$ cat src/rtl/pipe_hazard_ctrl_pkg.sv
// Shared encodings for the pipeline hazard controller: forwarding selects
// and the two-state mul/div sequencing machine.
package pipe_hazard_ctrl_pkg;

    localparam logic [1:0] FWD_RF   = 2'd0;
    localparam logic [1:0] FWD_EALU = 2'd1;
    localparam logic [1:0] FWD_MALU = 2'd2;
    localparam logic [1:0] FWD_MMEM = 2'd3;

    localparam logic [0:0] IDLE    = 1'b0;
    localparam logic [0:0] MD_HOLD = 1'b1;

endpackage

$ cat src/rtl/pipe_hazard_ctrl_fwd_sel.sv
// Forwarding comparator (fwd_sel): picks the newest producer of one ID source
// register. EXE wins over MEM; register 0 is never forwarded.
module pipe_hazard_ctrl_fwd_sel
    import pipe_hazard_ctrl_pkg::*;
(
    input  logic [4:0] src,
    input  logic [4:0] ern,
    input  logic       ewreg,
    input  logic       em2reg,
    input  logic [4:0] mrn,
    input  logic       mwreg,
    input  logic       mm2reg,
    output logic [1:0] sel
);

    logic src_nz;

    assign src_nz = (src != 5'd0);

    always_comb begin
        sel = FWD_RF;
        // An EXE load has no data yet; that case is resolved by the load-use stall.
        if (ewreg && !em2reg && src_nz && (ern == src)) begin
            sel = FWD_EALU;
        end else if (mwreg && !mm2reg && src_nz && (mrn == src)) begin
            sel = FWD_MALU;
        end else if (mwreg && mm2reg && src_nz && (mrn == src)) begin
            sel = FWD_MMEM;
        end
    end

endmodule

$ cat src/rtl/pipe_hazard_ctrl.sv
// Hazard controller for the 5-stage pipeline: operand forwarding, load-use
// stall, branch flush, fixed-latency mul/div hold in ID and a stall counter.
module pipe_hazard_ctrl
    import pipe_hazard_ctrl_pkg::*;
#(
    parameter int MD_LAT = 4,
    parameter int CNT_W  = 16
) (
    input  logic             clk,
    input  logic             clrn,
    input  logic [4:0]       rs,
    input  logic [4:0]       rt,
    input  logic             usea,
    input  logic             useb,
    input  logic             dmd,
    input  logic             dtaken,
    input  logic [4:0]       ern,
    input  logic             ewreg,
    input  logic             em2reg,
    input  logic [4:0]       mrn,
    input  logic             mwreg,
    input  logic             mm2reg,
    output logic [1:0]       fwda,
    output logic [1:0]       fwdb,
    output logic             wpcir,
    output logic             dbubble,
    output logic             dflush,
    output logic             mdgo,
    output logic             mdbusy,
    output logic [CNT_W-1:0] stall_cnt
);

    localparam logic [3:0] HOLD_INIT = 4'(MD_LAT - 2);

    logic [0:0]       state_reg, state_next;
    logic [3:0]       hold_reg, hold_next;
    logic             mask_reg, mask_next;
    logic [CNT_W-1:0] stall_cnt_reg;
    logic             lu;
    logic             md_start;

    pipe_hazard_ctrl_fwd_sel u_fwd_a (
        .src    (rs),
        .ern    (ern),
        .ewreg  (ewreg),
        .em2reg (em2reg),
        .mrn    (mrn),
        .mwreg  (mwreg),
        .mm2reg (mm2reg),
        .sel    (fwda)
    );

    pipe_hazard_ctrl_fwd_sel u_fwd_b (
        .src    (rt),
        .ern    (ern),
        .ewreg  (ewreg),
        .em2reg (em2reg),
        .mrn    (mrn),
        .mwreg  (mwreg),
        .mm2reg (mm2reg),
        .sel    (fwdb)
    );

    assign lu = ewreg && em2reg && (ern != 5'd0) &&
                ((usea && (ern == rs)) || (useb && (ern == rt)));

    always_comb begin
        state_next = state_reg;
        hold_next  = hold_reg;
        mask_next  = 1'b0;
        wpcir      = 1'b1;
        dbubble    = 1'b0;
        dflush     = 1'b0;
        md_start   = 1'b0;
        if (state_reg == MD_HOLD) begin
            wpcir   = 1'b0;
            dbubble = 1'b1;
            if (hold_reg == 4'd0) begin
                state_next = IDLE;
                // The held mul/div is still in ID next cycle; stop it restarting.
                mask_next  = 1'b1;
            end else begin
                hold_next = hold_reg - 4'd1;
            end
        end else if (lu) begin
            wpcir   = 1'b0;
            dbubble = 1'b1;
        end else if (dmd && !mask_reg) begin
            md_start   = 1'b1;
            wpcir      = 1'b0;
            dbubble    = 1'b1;
            state_next = MD_HOLD;
            hold_next  = HOLD_INIT;
        end else begin
            dflush = dtaken;
        end
    end

    // Gated by clrn so the start pulse drops the moment reset is asserted.
    assign mdgo      = clrn && md_start;
    assign mdbusy    = (state_reg == MD_HOLD);
    assign stall_cnt = stall_cnt_reg;

    always_ff @(posedge clk or negedge clrn) begin
        if (!clrn) begin
            state_reg     <= IDLE;
            hold_reg      <= 4'd0;
            mask_reg      <= 1'b0;
            stall_cnt_reg <= '0;
        end else begin
            state_reg <= state_next;
            hold_reg  <= hold_next;
            mask_reg  <= mask_next;
            if (!wpcir && (stall_cnt_reg != {CNT_W{1'b1}})) begin
                stall_cnt_reg <= stall_cnt_reg + 1'b1;
            end
        end
    end

endmodule
$ cat config.mk
export PLATFORM = sky130hd
export DESIGN_NAME = pipe_hazard_ctrl
export DESIGN_NICKNAME = d
export VERILOG_FILES = /design/src/rtl/pipe_hazard_ctrl_pkg.sv /design/src/rtl/pipe_hazard_ctrl_fwd_sel.sv /design/src/rtl/pipe_hazard_ctrl.sv
export SDC_FILE = /design/constraint.sdc
export NUM_CORES = 1
export LEC_CHECK = 0
export ABC_AREA = 0
export CAP_MARGIN = 20
export CELL_PAD_IN_SITES_DETAIL_PLACEMENT = 0
export CELL_PAD_IN_SITES_GLOBAL_PLACEMENT = 1
export CORE_ASPECT_RATIO = 1.5
export CORE_UTILIZATION = 30
export DETAILED_ROUTE_END_ITERATION = 6
export PLACE_DENSITY_LB_ADDON = 0.1
export REMOVE_ABC_BUFFERS = 1
export SETUP_SLACK_MARGIN = 0.05
export SLEW_MARGIN = 40
export SYNTH_ARGS = -nofsm -noshare
export SYNTH_HDL_FRONTEND = slang
export SYNTH_SLANG_ARGS = --single-unit
$ cat constraint.sdc
create_clock -name clk -period 2.06 [get_ports clk]
set_input_delay 0.309 -clock clk [delete_from_list [all_inputs] [get_ports clk]]
set_output_delay 0.309 -clock clk [all_outputs]
set_load 0.02 [all_outputs]
== Word level (Yosys, flattened, before mapping) ==
Index checks and enable logic that the tools add are counted.
Storage, ports and cells
  input bits: 30
  register bits after elaboration: 22
Operators by class
  equality and inequality tests: 7
  mux-type cells: 25
  add/sub/neg operators: 2
  reductions and logical operators: 34
Operators by type and width (count)
  logical AND 1 bit: 23
  == test 5 bit: 4
  adder 16 x 1 -> 16 bit (second input constant): 1
  two-way mux 4 bit: 4
  inequality test 16 bit (second input constant): 1
  two-way mux 1 bit: 15
  nonzero test 5 bit: 3
  two-way mux 2 bit: 6
  zero test 1 bit: 4
  zero test 4 bit: 1
  inequality test 2 bit (second input constant): 2
  subtractor 4 x 1 -> 4 bit (second input constant): 1
  AND reduction 3 bit: 1
  nonzero test 2 bit: 1
  logical OR 1 bit: 1

== Depth between registers and ports, before layout ==
Gate-level depths: netlist (run 1).
  depth after elaboration: 8
  gate-level depth with buffers: 8
  depth with buffers taken out: 7

== Modules after synthesis ==
From an unflattened synthesis (run 1), not the netlist that was laid out.
Second synthesis, totals
  cells, all modules: 173
  area total of the unflattened synthesis: 1599.0 um^2
Modules (own cells, without submodules)
  pipe_hazard_ctrl: times used 1, area an instance 1248.7 um^2, cells each 123
  pipe_hazard_ctrl_fwd_sel: times used 2, area an instance 175.2 um^2, cells each 25

== Worst setup path before layout (run 1) ==
Ideal clock, no wire load.
  path kind: input to output
  start: input ern[1]
  end: output mdgo
  arrival time: 1.668 ns
  required time: 1.751 ns
  slack: 0.083 ns
  path buffers: 0
  cell stages on the path: 4
  cell sequence: or4_1 -> o211ai_2 -> nor2_1 -> nor3b_1
Between the ends
  longest elaborated chain between the ends: 7
  elaborated cells between the ends (all ways): 11
  classes of those cells: eq/ne (2); mux (2); reduce/logical (7)
RTL lines
  start, declared: RTL line pipe_hazard_ctrl.sv:17  | input logic [4:0] ern,
  == test 5 bit: RTL line pipe_hazard_ctrl.sv:65  | ((usea && (ern == rs)) || (useb && (ern == rt)));
  logical AND 1 bit: RTL line pipe_hazard_ctrl.sv:65
  logical OR 1 bit: RTL line pipe_hazard_ctrl.sv:65
  logical AND 1 bit (*): RTL line pipe_hazard_ctrl.sv:64  | assign lu = ewreg && em2reg && (ern != 5'd0) &&
  two-way mux 1 bit (*): RTL line pipe_hazard_ctrl.sv:85  | end else if (lu) begin
  two-way mux 1 bit (*): RTL line pipe_hazard_ctrl.sv:75  | if (state_reg == MD_HOLD) begin
  logical AND 1 bit (*): RTL line pipe_hazard_ctrl.sv:100  | assign mdgo = clrn && md_start;
  end, declared: RTL line pipe_hazard_ctrl.sv:28  | output logic mdgo,
Every way passes the cells marked *; elsewhere a longest branch is shown, timed or not.

== Worst setup path after layout (run 1) ==
  start: input ern[2]
  end: output dflush
Between the ends
  longest elaborated chain between the ends: 6
  elaborated cells between the ends (all ways): 10
  classes of those cells: eq/ne (2); mux (2); reduce/logical (6)
RTL lines
  == test 5 bit: RTL line pipe_hazard_ctrl.sv:65
  logical AND 1 bit: RTL line pipe_hazard_ctrl.sv:65
  logical OR 1 bit: RTL line pipe_hazard_ctrl.sv:65
  logical AND 1 bit (*): RTL line pipe_hazard_ctrl.sv:64
  two-way mux 1 bit (*): RTL line pipe_hazard_ctrl.sv:85
  two-way mux 1 bit (*): RTL line pipe_hazard_ctrl.sv:75
  end, declared: RTL line pipe_hazard_ctrl.sv:27  | output logic dflush,
Marked as above.

==> metrics, run 1 <==
Crit Path Category in2out; WP data arrival 1.67 ns; Pre-antenna DRT Iters 4; Hold Path Class in2async; post-route setup TNS 0 ns; CTS Buf Count 3; max reg flops 16; Layout Nets 274; synth top area cells dfrtp_1, xnor2_1, xor2_1, nand3_1, nand2_1; Period minus WS final 1.98 ns; starting density of the core 0.315; # rows 30; Ports 55; CTS Buffer Depth 2; synthesized flop and latch total 22; synthesized area per cell 9.44 µm²; Synth async-reset ratio 1.00; Vias/cell 4.76; number of nets with antenna violations after routing 0; Multi-input gate area 1040 µm²; peak supply drop 0.697 mV; port buffer count 54; cell taking the most area after synthesis dfrtp_1; DIE AREA 5100 µm²; Layout area overhead 70.0%; CP startpoint kind input port; Max-Cap Viols 0; Final Cell Area 2450 µm²; final setup skew 0.00260 ns; CP Capture Type primary output; wire length per cell 14.8 µm; number of remaining DRC errors 0; CTS tree done; vias in the first global route 1607; Post-synth EDFFs 0; Antenna diodes 0; root buf cell clkbuf_8; final setup violation count 0; Final Max Slew Viols 0; count leader, synth dfrtp_1; initial antenna violation count 0; clock insertion delay at the later pin of the skew report 0.27 ns; Synth top cells by count dfrtp_1, xnor2_1, xor2_1; Die H 87.0 µm; synthesized cell area 1440 µm²; grt ovf 0; Fin. Hold Viols 0; Post-Layout Cell Count 305; crit-path max FO 3; worst-margin pin slew 0.365 ns; Max-slew headroom 0.756; ys flop type dfrtp_1; power per standard cell area 950 nW/µm²; cts hold-fix bufs 0; FF/Latch Area 551 µm²; CTS sink count 22; CTS H-tree depth 1; register area share after synthesis 0.381; distinct cell type count after synthesis 35; Pleak 0.00108 µW; placed inst area 2270 µm²; hold_ws 0.424 ns; gr usage total 0.189; global-route wire length before repair 7340 µm; outcome completed; Post-DP HPWL 3310 µm; placed insts 299; RD Place Congestion 0.801; flop2flop setup slack 0.18 ns; Filler Cells Inserted 454; total number of vias 1452; Final Util 0.536; Synth Warn # 0; critical path required time 1.75 ns; largest net degree at the start of global routing 23; layout cells sized above 1 0.373; initial DRC count 50; core area 4580 µm²; die width 58.6 µm; Syn Inst Count 153; share of the synthesized area in the top cell type 0.381; final worst-path cycle share 0.963; fmax 504 MHz; clk slew on worst S/H paths 0.08 ns; final wirelength 4510 µm
-- cells by family after synthesis --
family          Yosys count  synth area share
buf+inv                   9            0.0312
fa+ha+maj                 2            0.0173
flops                    22             0.381
simple gates             69             0.259
xor+xnor                 32             0.194
compound gates           14            0.0763
mux                       5            0.0407
-- through the flow --
stage                     setup slack [ns]  total power [µW]
after floorplan                     0.0830              1380
after global placement              -0.687              1960
after detailed placement            -0.675              1990
after CTS                           0.0524              2320
after global routing               -0.0161              2510
final                               0.0769              2330
-- routing by layer --
| metal | part of all wire | wire, µm | up-vias | GRT usage |
|---|---|---|---|---|
| li1 | - | - | 708 | - |
| met1 | 0.38 | 1720 | 698 | 0.207 |
| met2 | 0.55 | 2480 | 37 | 0.350 |
| met3 | 0.044 | 198 | 9 | 0.0312 |
| met4 | 0.023 | 102 | 0 | 0.0844 |
| met5 | 0 | 0 | - | 0 |
-- layout make-up --
class,instances,area share
sequential,22,0.224
timing repair buffer,85,0.283
multi-input combinational,122,0.425
clock buffer,4,0.0224
inverter,8,0.0122
tap,64,0.0326
-- cell usage in the layout (no fill, tap or decap), drive strengths merged, types with 2 or more instances in the layout --
cell type and count:
dlygate4sd2 3, o21ai 6, clkdlybuf4s50 28, and3 2, or4 3, nor3 7, xnor2 18, inv 8
nand2 12, nand3 11, nand2b 2, nor3b 2, o211ai 2, ha 2, mux2 4, nor4 5
clkbuf 14, and4 2, dfrtp 22, clkdlybuf4s15 3, a21o 3, nor2 11, xor2 14, buf 41
nor2b 4, nand4 5
-- power breakdown --
part           total (µW)  switching [µW]  leakage (µW)  internal (µW)
logic                1270             634      0.000782            636
registers             748             158      0.000273            590
clock network         315             144     0.0000288            171
-- worst max-delay path: stages --
cell and delay (ns):
buf_2 0.11, buf_4 0.14, xnor2_1 0.20, nand3_2 0.12, o22a_1 0.27, o21ai_2 0.21
inv_2 0.06, and2_4 0.13, buf_6 0.12
-- what timing repair did --
action                     CTS  global route
setup endpoints to repair   23             8
setup buffers                1             1
resized for setup           87            35
pin swaps                   12            13
-- worst paths after layout --
check / to / startpoint / cells past startpoint
min: mask_reg$_DFF_PN0_ / clrn / 2
max reg2reg: stall_cnt[15]$_DFFE_PN0P_ / stall_cnt[1]$_DFFE_PN0P_ / 7
min reg2reg: stall_cnt[7]$_DFFE_PN0P_ / stall_cnt[7]$_DFFE_PN0P_ / 1
max in group asynchronous: stall_cnt[14]$_DFFE_PN0P_ / clrn / 2
min in group clk: stall_cnt[7]$_DFFE_PN0P_ / stall_cnt[7]$_DFFE_PN0P_ / 1
max: dflush / ern[2] / 9
Power figures use the tool's default switching activity.
==> inputs of run 2 (changes only) <==
GPL_TIMING_DRIVEN = 0   (was default)
PLACE_DENSITY = 0.73   (was default)
PLACE_DENSITY_LB_ADDON = default   (was 0.1)
==> metrics, run 2 (synthesis gave the netlist of run 1 again) <==
outcome completed; peak supply drop 0.821 mV (+18%); final wirelength 4100 µm (-9.0%); wire length per cell 14.6 µm (-0.86%); Hold Path Class in2async; number of remaining DRC errors 0 (unchanged); initial antenna violation count 0 (unchanged); worst-margin pin slew 0.523 ns (+0.158 ns); RSZ-0062 raised after global routing true; Layout area overhead 52.4%; worst slack, placed -0.807 ns (-0.133 ns); initial DRC count 50 (unchanged); FF/Latch Area 551 µm² (unchanged); Antenna diodes 0 (unchanged); CTS Buf Count 3 (unchanged); Vias/cell 5.01 (+5.3%); CP startpoint kind input port; final setup skew 0.00171 ns (-0.000895 ns); CTS tree done; Max-Cap Viols 0 (unchanged); cts hold-fix bufs 0 (unchanged); gr usage total 0.159 (-0.0308); total number of vias 1403 (-3.4%); starting density of the core 0.315 (unchanged); CTS sink count 22 (unchanged); Final WS setup 0.0359 ns (-0.0410 ns); Die H 87.0 µm (unchanged); Layout Nets 249 (-9.1%); Fin. Hold Viols 0 (unchanged); final setup violation count 0 (unchanged); die width 58.6 µm (unchanged); Post-DP HPWL 2960 µm (-10%); fmax 494 MHz (-2.0%); layout cells sized above 1 0.245 (-0.128); grt ovf 0 (unchanged); clock insertion delay at the later pin of the skew report 0.26 ns (about the same); max reg flops 16 (unchanged); RD Place Congestion 0.941 (+18%); core area 4580 µm² (unchanged); Pleak 0.000949 µW (-12%); Period minus WS final 2.02 ns (+0.0410 ns); WP data arrival 1.72 ns (+0.05 ns); critical path required time 1.75 ns (about the same); Crit Path Category in2out; port buffer count 54 (unchanged); root buf cell clkbuf_8; Max-slew headroom 0.651 (-0.105); number of nets with antenna violations after routing 0 (unchanged); vias in the first global route 1392 (-13%); placed insts 270 (-9.7%); largest net degree at the start of global routing 24 (+4.3%); Final Max Slew Viols 0 (unchanged); Ports 55 (unchanged); Post-Layout Cell Count 280 (-8.2%); Multi-input gate area 962 µm² (-7.8%); CTS H-tree depth 1 (unchanged); Pre-antenna DRT Iters 4 (unchanged); commonest non-fill, non-tap cell in the layout clkdlybuf4s50_1; CP Capture Type primary output; # rows 30 (unchanged); crit-path max FO 3 (unchanged); Filler Cells Inserted 458 (+0.88%); clk slew on worst S/H paths 0.08 ns (about the same); global-route wire length before repair 6240 µm (-15%); highest-count cells in the layout ignoring fill and taps clkdlybuf4s50_1, dfrtp_1, xnor2_1; power per standard cell area 991 nW/µm² (+4.3%); DIE AREA 5100 µm² (unchanged); CTS Buffer Depth 2 (unchanged); final worst-path cycle share 0.983 (+0.0199)
==> run 2: metrics by stage <==
step	power, µW	TNS (ns)	area [µm²]	util	hold slack (ns)
finish	2180	0	2200	0.481	0.0163
global route	2330	-0.0440	2200	0.481	0.0515
CTS	2170	-0.0100	2120	0.463	0.0295
detailed placement	1860	-10.31	2040	0.446	0.319
global placement	1830	-9.75	2050	0.448	0.485
floorplan	1380	0	1430	-	0.0134
==> run 2: path summary, 6_finish.rpt <==
check | from | to | slack, ns | cells after the start
min in group clk | stall_cnt[7]$_DFFE_PN0P_ | stall_cnt[7]$_DFFE_PN0P_ | 0.50 | 1
min | clrn | stall_cnt[7]$_DFFE_PN0P_ | 0.02 | 1
min reg2reg | stall_cnt[7]$_DFFE_PN0P_ | stall_cnt[7]$_DFFE_PN0P_ | 0.50 | 1
max reg2reg | stall_cnt[0]$_DFFE_PN0P_ | stall_cnt[15]$_DFFE_PN0P_ | 0.16 | 7
max in group asynchronous | clrn | stall_cnt[15]$_DFFE_PN0P_ | 1.69 | 1
max | rt[0] | fwdb[0] | 0.04 | 6
==> run 2: worst max-delay path, cell delays in order <==
cell and delay, ns:
dlygate4sd2_1 0.28, or4_1 0.57, nor2_4 0.16, nor4_2 0.07, a21o_1 0.17, buf_2 0.15
==> run 2: routing by layer <==
| layer | vias to the layer above | share of wire | GRT usage |
|---|---|---|---|
| li1 | 661 | - | - |
| met1 | 684 | 0.39 | 0.175 |
| met3 | 7 | 0.068 | 0.0253 |
| met2 | 51 | 0.52 | 0.290 |
| met4 | 0 | 0.019 | 0.0736 |
| met5 | - | 0 | 0 |
==> run 2: cell type report <==
type                            count  area share
Clock buffer                        4      0.0250
Inverter                            8      0.0136
Multi-Input combinational cell    122       0.437
Sequential cell                    22       0.250
Tap cell                           64      0.0364
Timing Repair Buffer               60       0.238
==> run 2: power by group <==
part / internal [µW] / switching [µW] / total [µW] / leakage, µW
clock: 170 / 138 / 308 / 0.0000288
combinational: 525 / 565 / 1090 / 0.000648
sequential: 590 / 193 / 782 / 0.000273
total: 1290 / 895 / 2180 / 0.000949
==> run 2: repair_timing <==
action | 4_1_cts | 5_1_grt
pin swaps | 11 | 13
gates resized for setup | 74 | 27
gates cloned | 0 | 0
buffers inserted | 3 | 3
endpoints found under the setup margin | 22 | 8
==> RTL change 1, RTL diff (settings of run 2) <==
`CNT_W`: 16 -> 32.
--- a/src/rtl/pipe_hazard_ctrl.sv
+++ b/src/rtl/pipe_hazard_ctrl.sv
@@ -6,3 +6,3 @@
     parameter int MD_LAT = 4,
-    parameter int CNT_W  = 16
+    parameter int CNT_W  = 32
 ) (
Interface: changed (resized stall_cnt); port bits go from 55 to 71. No check against the original RTL was run, so the function may have changed too.
==> RTL change 1 against run 2 <==
- the run now ends with hold timing, setup timing left
- via count up 45%
- sequential power grew 33%
- register-to-register slack lost 0.03 ns
- worst setup slack worse by 0.076 ns
- hold slack worse by 0.036 ns
- synthesized area is 53% higher
- final area grew 55%
- combinational power up 8%
- sequential cell count up 16
- clock skew increased by 0.0028 ns
- critical path depth is 4 higher
- total power rose by 25%
- routed wire length rose by 55%
==> RTL change 1: results (changes against run 2) <==
Power and ir drop
  • Clk pwr share: 18.8% (was 14.1%)
  • VDD IR max: 0.000777 V (was 0.000821 V)
  • Reg power frac: 38.0% (was 35.9%)
  • Pleak: 1.44 nW (was 0.949 nW)

Final layout
  • Max FFs per register: 32 (was 16)
  • NumNets Final: 350 (was 249)
  • Filler cell count in the final layout: 699 (was 458)

STA
  • Final Setup Violations: 2 (was 0)
  • Fin. Hold Viols: 23 (was 0)
  • Setup slack after layout: -0.0404 ns (was 0.0359 ns)
  • Tightest Pin Transition: 0.514 ns (was 0.523 ns)
  • Worst hold slack: -0.0197 ns (was 0.0163 ns)
  • Setup TNS: -0.0801 ns (was 0 ns)

Global route
  • Vias in the first global route: 2087 (was 1392)
  • Tot GR Track Use: 17.0% (was 15.9%)
  • Initial antenna violation count: 0 (unchanged)
  • First-pass GRT wire length: 10100 um (was 6240 um)
  • Pin count of the biggest net entering global routing: 40 (was 24)

Worst setup path
  • Critical Path Sink: mdgo (was fwdb[0])
  • Worst setup startpoint: ern[3] (was rt[0])
  • R2R Setup Slk: 0.13 ns (was 0.16 ns)
  • FF-to-FF End: stall_cnt[18]$_DFFE_PN0P_ (was stall_cnt[15]$_DFFE_PN0P_)
  • Critical Path Max Stage Delay: 0.32 ns (was 0.57 ns)
  • Max stage delay cell, worst path: or3_4 (was or4_1)

Place
  • Placed cell areas: 3000 sq um (was 2040 sq um)
  • HPWL after DPL: 4260 um (was 2960 um)
  • RD Place Congestion: 0.809 (was 0.941)
  • Dpl ws: -1.11 ns (was -0.807 ns)
  • PortBufs: 70 (was 54)
  • Placed cells: 388 (was 270)

Clocking
  • H-Tree Depth: 2 (was 1)
  • Total CTS buffers: 5 (was 3)
  • # resized after CTS: 137 (was 74)

Status
  • Status: complete, but fails checks (was completed)
  • Failing checks: hold timing, setup timing

Synthesis
  • Post-synth top cells: 38 x dfrtp_1, 36 x xnor2_1, 19 x nand4_1, 18 x nand2_1, 15 x nand3_1 (was 22 x dfrtp_1, 18 x xnor2_1, 14 x xor2_1, 12 x nand2_1, 11 x nand3_1)
  • Sequential fraction of the synthesis area: 43.0% (was 38.1%)
  • Yosys cell types: 42 (was 35)
  • Area contributors post-synth: dfrtp_1 43%, xnor2_1 14%, nand4_1 5.4% (was dfrtp_1 38%, xnor2_1 11%, xor2_1 8.5%)
  • Mapped Cells: 222 (was 153)

Route
  • 1st-pass router iterations: 4 (unchanged)
  • Via count: 2034 (was 1403)
  • Vias per inst: 4.88 (was 5.01)
  • Met2 WL: 3200 um (was 2130 um)
  • Routed wl met3: 473 um (was 278 um)
  • 1st-iter DRT viols: 32 (was 50)
  • Detailed Route WL: 6360 um (was 4100 um)
-- RTL change 1: cell count changes in the layout (fill, tap and decap cells not counted), moves of 5 or more --
cell	change
nand4_1	+14
dlygate4sd2_1	+5
xnor2_1	+17
dfrtp_1	+13
buf_6	+7
buf_4	+12
clkbuf_2	-5
buf_2	+7
and3_1	+5
nand2_1	+6
clkdlybuf4s50_1	+11
-- RTL change 1: routing by layer --
layer  GRT usage, %  up-vias
met5              0        -
met4           5.04        0
met3           4.42        6
met2           31.0       75
met1           19.0      983
li1               -      970
-- RTL change 1: area by class of cell --
type	count	area (sq um)	area share, %
clock buffers	6	82.6	2.42
inverters	12	45.0	1.32
multi-input cells	169	1380	40.5
flip-flops and latches	38	955	28.0
well taps	100	125	3.67
repair buffers	92	820	24.1
-- RTL change 1: worst min-delay path by stage --
stage | startpoint | to | depth (start not counted)
floorplan | clrn | hold_reg[0]$_DFFE_PN0P_ | 0
global placement | stall_cnt[26]$_DFFE_PN0P_ | stall_cnt[26]$_DFFE_PN0P_ | 1
detailed placement | clrn | stall_cnt[21]$_DFFE_PN0P_ | 1
CTS | clrn | stall_cnt[13]$_DFFE_PN0P_ | 1
global route | clrn | stall_cnt[28]$_DFFE_PN0P_ | 1
finish | clrn | stall_cnt[21]$_DFFE_PN0P_ | 1
-- RTL change 1: cell families (layout without fill, tap and decap cells) --
logic type,Yosys count,in the layout,synth area share (%)
AOI/OAI and AO/OA,12,13,5.77
DFF,38,38,43.0
xor gates and xnor gates,48,48,19.0
and+or+nand+nor,103,103,25.9
adders and majority gates,2,2,1.13
buffers and inverters,16,110,3.84
muxes,3,3,1.41
==> RTL change 2, RTL diff (settings of run 2) <==
Made on the original files. Put one more register stage on the output `stall_cnt`, with the module's reset. The value now appears one clock later. The other outputs are not delayed to match.
--- a/src/rtl/pipe_hazard_ctrl.sv
+++ b/src/rtl/pipe_hazard_ctrl.sv
@@ -101,3 +101,9 @@
     assign mdbusy    = (state_reg == MD_HOLD);
-    assign stall_cnt = stall_cnt_reg;
+    always_ff @(posedge clk or negedge clrn) begin
+        if (!clrn) begin
+            stall_cnt <= '0;
+        end else begin
+            stall_cnt <= stall_cnt_reg;
+        end
+    end
 
Function: changed (Yosys sat finds a counterexample within 4 cycles, from zero or initial values).
==> RTL change 2 against run 2 <==
- hold slack improved by 0.41 ns
- worst setup slack improved by 0.050 ns
- total power increased by 25%
- die area increased by 24%
- cell count increased by 7.5%
- non-clock buffer count increased by 2
- clock power increased by 100%
- final area increased by 24%
- routed wire length increased by 7.1%
- sequential cell count increased by 16
- synthesized area increased by 25%
==> RTL change 2: results (changes against run 2) <==
Worst setup path
  • R2R Path Start: stall_cnt_reg[0]$_DFFE_PN0P_ (was stall_cnt[0]$_DFFE_PN0P_)
  • Worst reg-to-reg path cell count: 6 (was 7)
  • Critical Path Sink: dflush (was fwdb[0])
  • FF-to-FF End: stall_cnt_reg[1]$_DFFE_PN0P_ (was stall_cnt[15]$_DFFE_PN0P_)
  • Worst setup startpoint: ern[0] (was rt[0])

Synthesis
  • Avg Cell Area, Syn: 11.3 sq um (was 9.44 sq um)
  • Area contributors post-synth: dfrtp_1 53%, xor2_1 9.2%, xnor2_1 6.8% (was dfrtp_1 38%, xnor2_1 11%, xor2_1 8.5%)
  • Post-synthesis xor/xnor area fraction: 16.0% (was 19.4%)
  • Adder-cell area share of the yosys netlist: 1.39% (was 1.73%)
  • Sequential fraction of the synthesis area: 52.7% (was 38.1%)
  • Post-synth top cells: 38 x dfrtp_1, 19 x xor2_1, 14 x xnor2_1, 13 x nand2_1 (was 22 x dfrtp_1, 18 x xnor2_1, 14 x xor2_1, 12 x nand2_1, 11 x nand3_1)

Final layout
  • NumNets Final: 260 (was 249)
  • Max FFs per register: 32 (was 16)
  • Clock tree cell share of total cell area: 4.04% (was 2.50%)
  • Reg area: 951 sq um (was 551 sq um)
  • Fraction of layout cells with a size suffix above 1: 30.6% (was 24.5%)

Route
  • Wire per inst: 14.6 um (about the same)
  • Vias per inst: 4.81 (was 5.01)
  • Via count: 1449 (was 1403)

Floorplanning
  • Core area: 5790 sq um (was 4580 sq um)

STA
  • Max-Slew Margin vs Limit: 75.4% (was 65.1%)
  • Worst hold slack: 0.425 ns (was 0.0163 ns)
  • Worst Clk Skew: 0.00969 ns (was 0.00171 ns)

Clocking
  • Worst-Skew Late Latency: 0.29 ns (was 0.26 ns)
  • H-Tree Depth: 2 (was 1)

Global route
  • Vias in the first global route: 1502 (was 1392)
  • First-pass GRT wire length: 7070 um (was 6240 um)
  • Pin count of the biggest net entering global routing: 39 (was 24)

Power and ir drop
  • Power Sequential: 1.11 mW (was 0.782 mW)
  • Pleak: 1.15 nW (was 0.949 nW)
  • VDD IR max: 0.000705 V (was 0.000821 V)

Place
  • HPWL after DPL: 3010 um (was 2960 um)
  • Placed cells: 285 (was 270)
  • Placed cell areas: 2420 sq um (was 2040 sq um)

Status
  • Status: completed (unchanged)
[RTL change 2: changes by cell type after synthesis, moves of 3 or more]
cell,run 2,this run
dfrtp_1,22,38
nand3_1,11,5
xor2_1,14,19
xnor2_1,18,14
inv_1,8,5
nor2_1,10,7
[RTL change 2: worst max-delay path: stages]
cell and delay [ns]:
buf_2 0.13, or3_4 0.38, o311a_4 0.34, a21oi_4 0.23
and2_4 0.17, buf_6 0.11
[RTL change 2: layer usage]
metal  GRT usage [%]  wire (um)  vias to the layer above  share of wire, %
met1            17.0       1790                      704                41
met3            3.66        262                        7               6.0
met2            24.8       2260                       50                51
li1                -          -                      688                 -
met4            6.52         76                        0               1.7
met5               0          0                        -                 0
[RTL change 2: through the flow]
step | setup WS (ns) | utilization, % | TNS, ns | total power, mW
2_1_floorplan | 0.0593 | - | 0 | 1.64
5_1_grt | 0.0418 | 47.1 | 0 | 2.91
4_1_cts | -0.0232 | 45.0 | -0.0232 | 2.69
3_3_place_gp | -1.21 | 41.9 | -23.13 | 2.03
6_report | 0.0854 | 47.1 | 0 | 2.73
3_5_place_dp | -0.994 | 41.8 | -14.88 | 2.05
[RTL change 2: kinds of logic after synthesis]
| family | Yosys count |
|---|---|
| AOI/OAI and AO/OA | 14 |
| and+or+nand+nor | 62 |
| xor gates and xnor gates | 33 |
| DFF | 38 |
| buffers and inverters | 6 |
| muxes | 5 |
| adders and majority gates | 2 |
[RTL change 2: what timing repair did]
| action | in CTS | in global routing |
|---|---|---|
| resized for setup | 105 | 34 |
| hold buffers | 2 | 0 |
| hold endpoints to repair | 38 | 0 |
| setup endpoints to repair | 25 | 19 |
| buffers inserted | 3 | 3 |
| pin swaps | 18 | 14 |
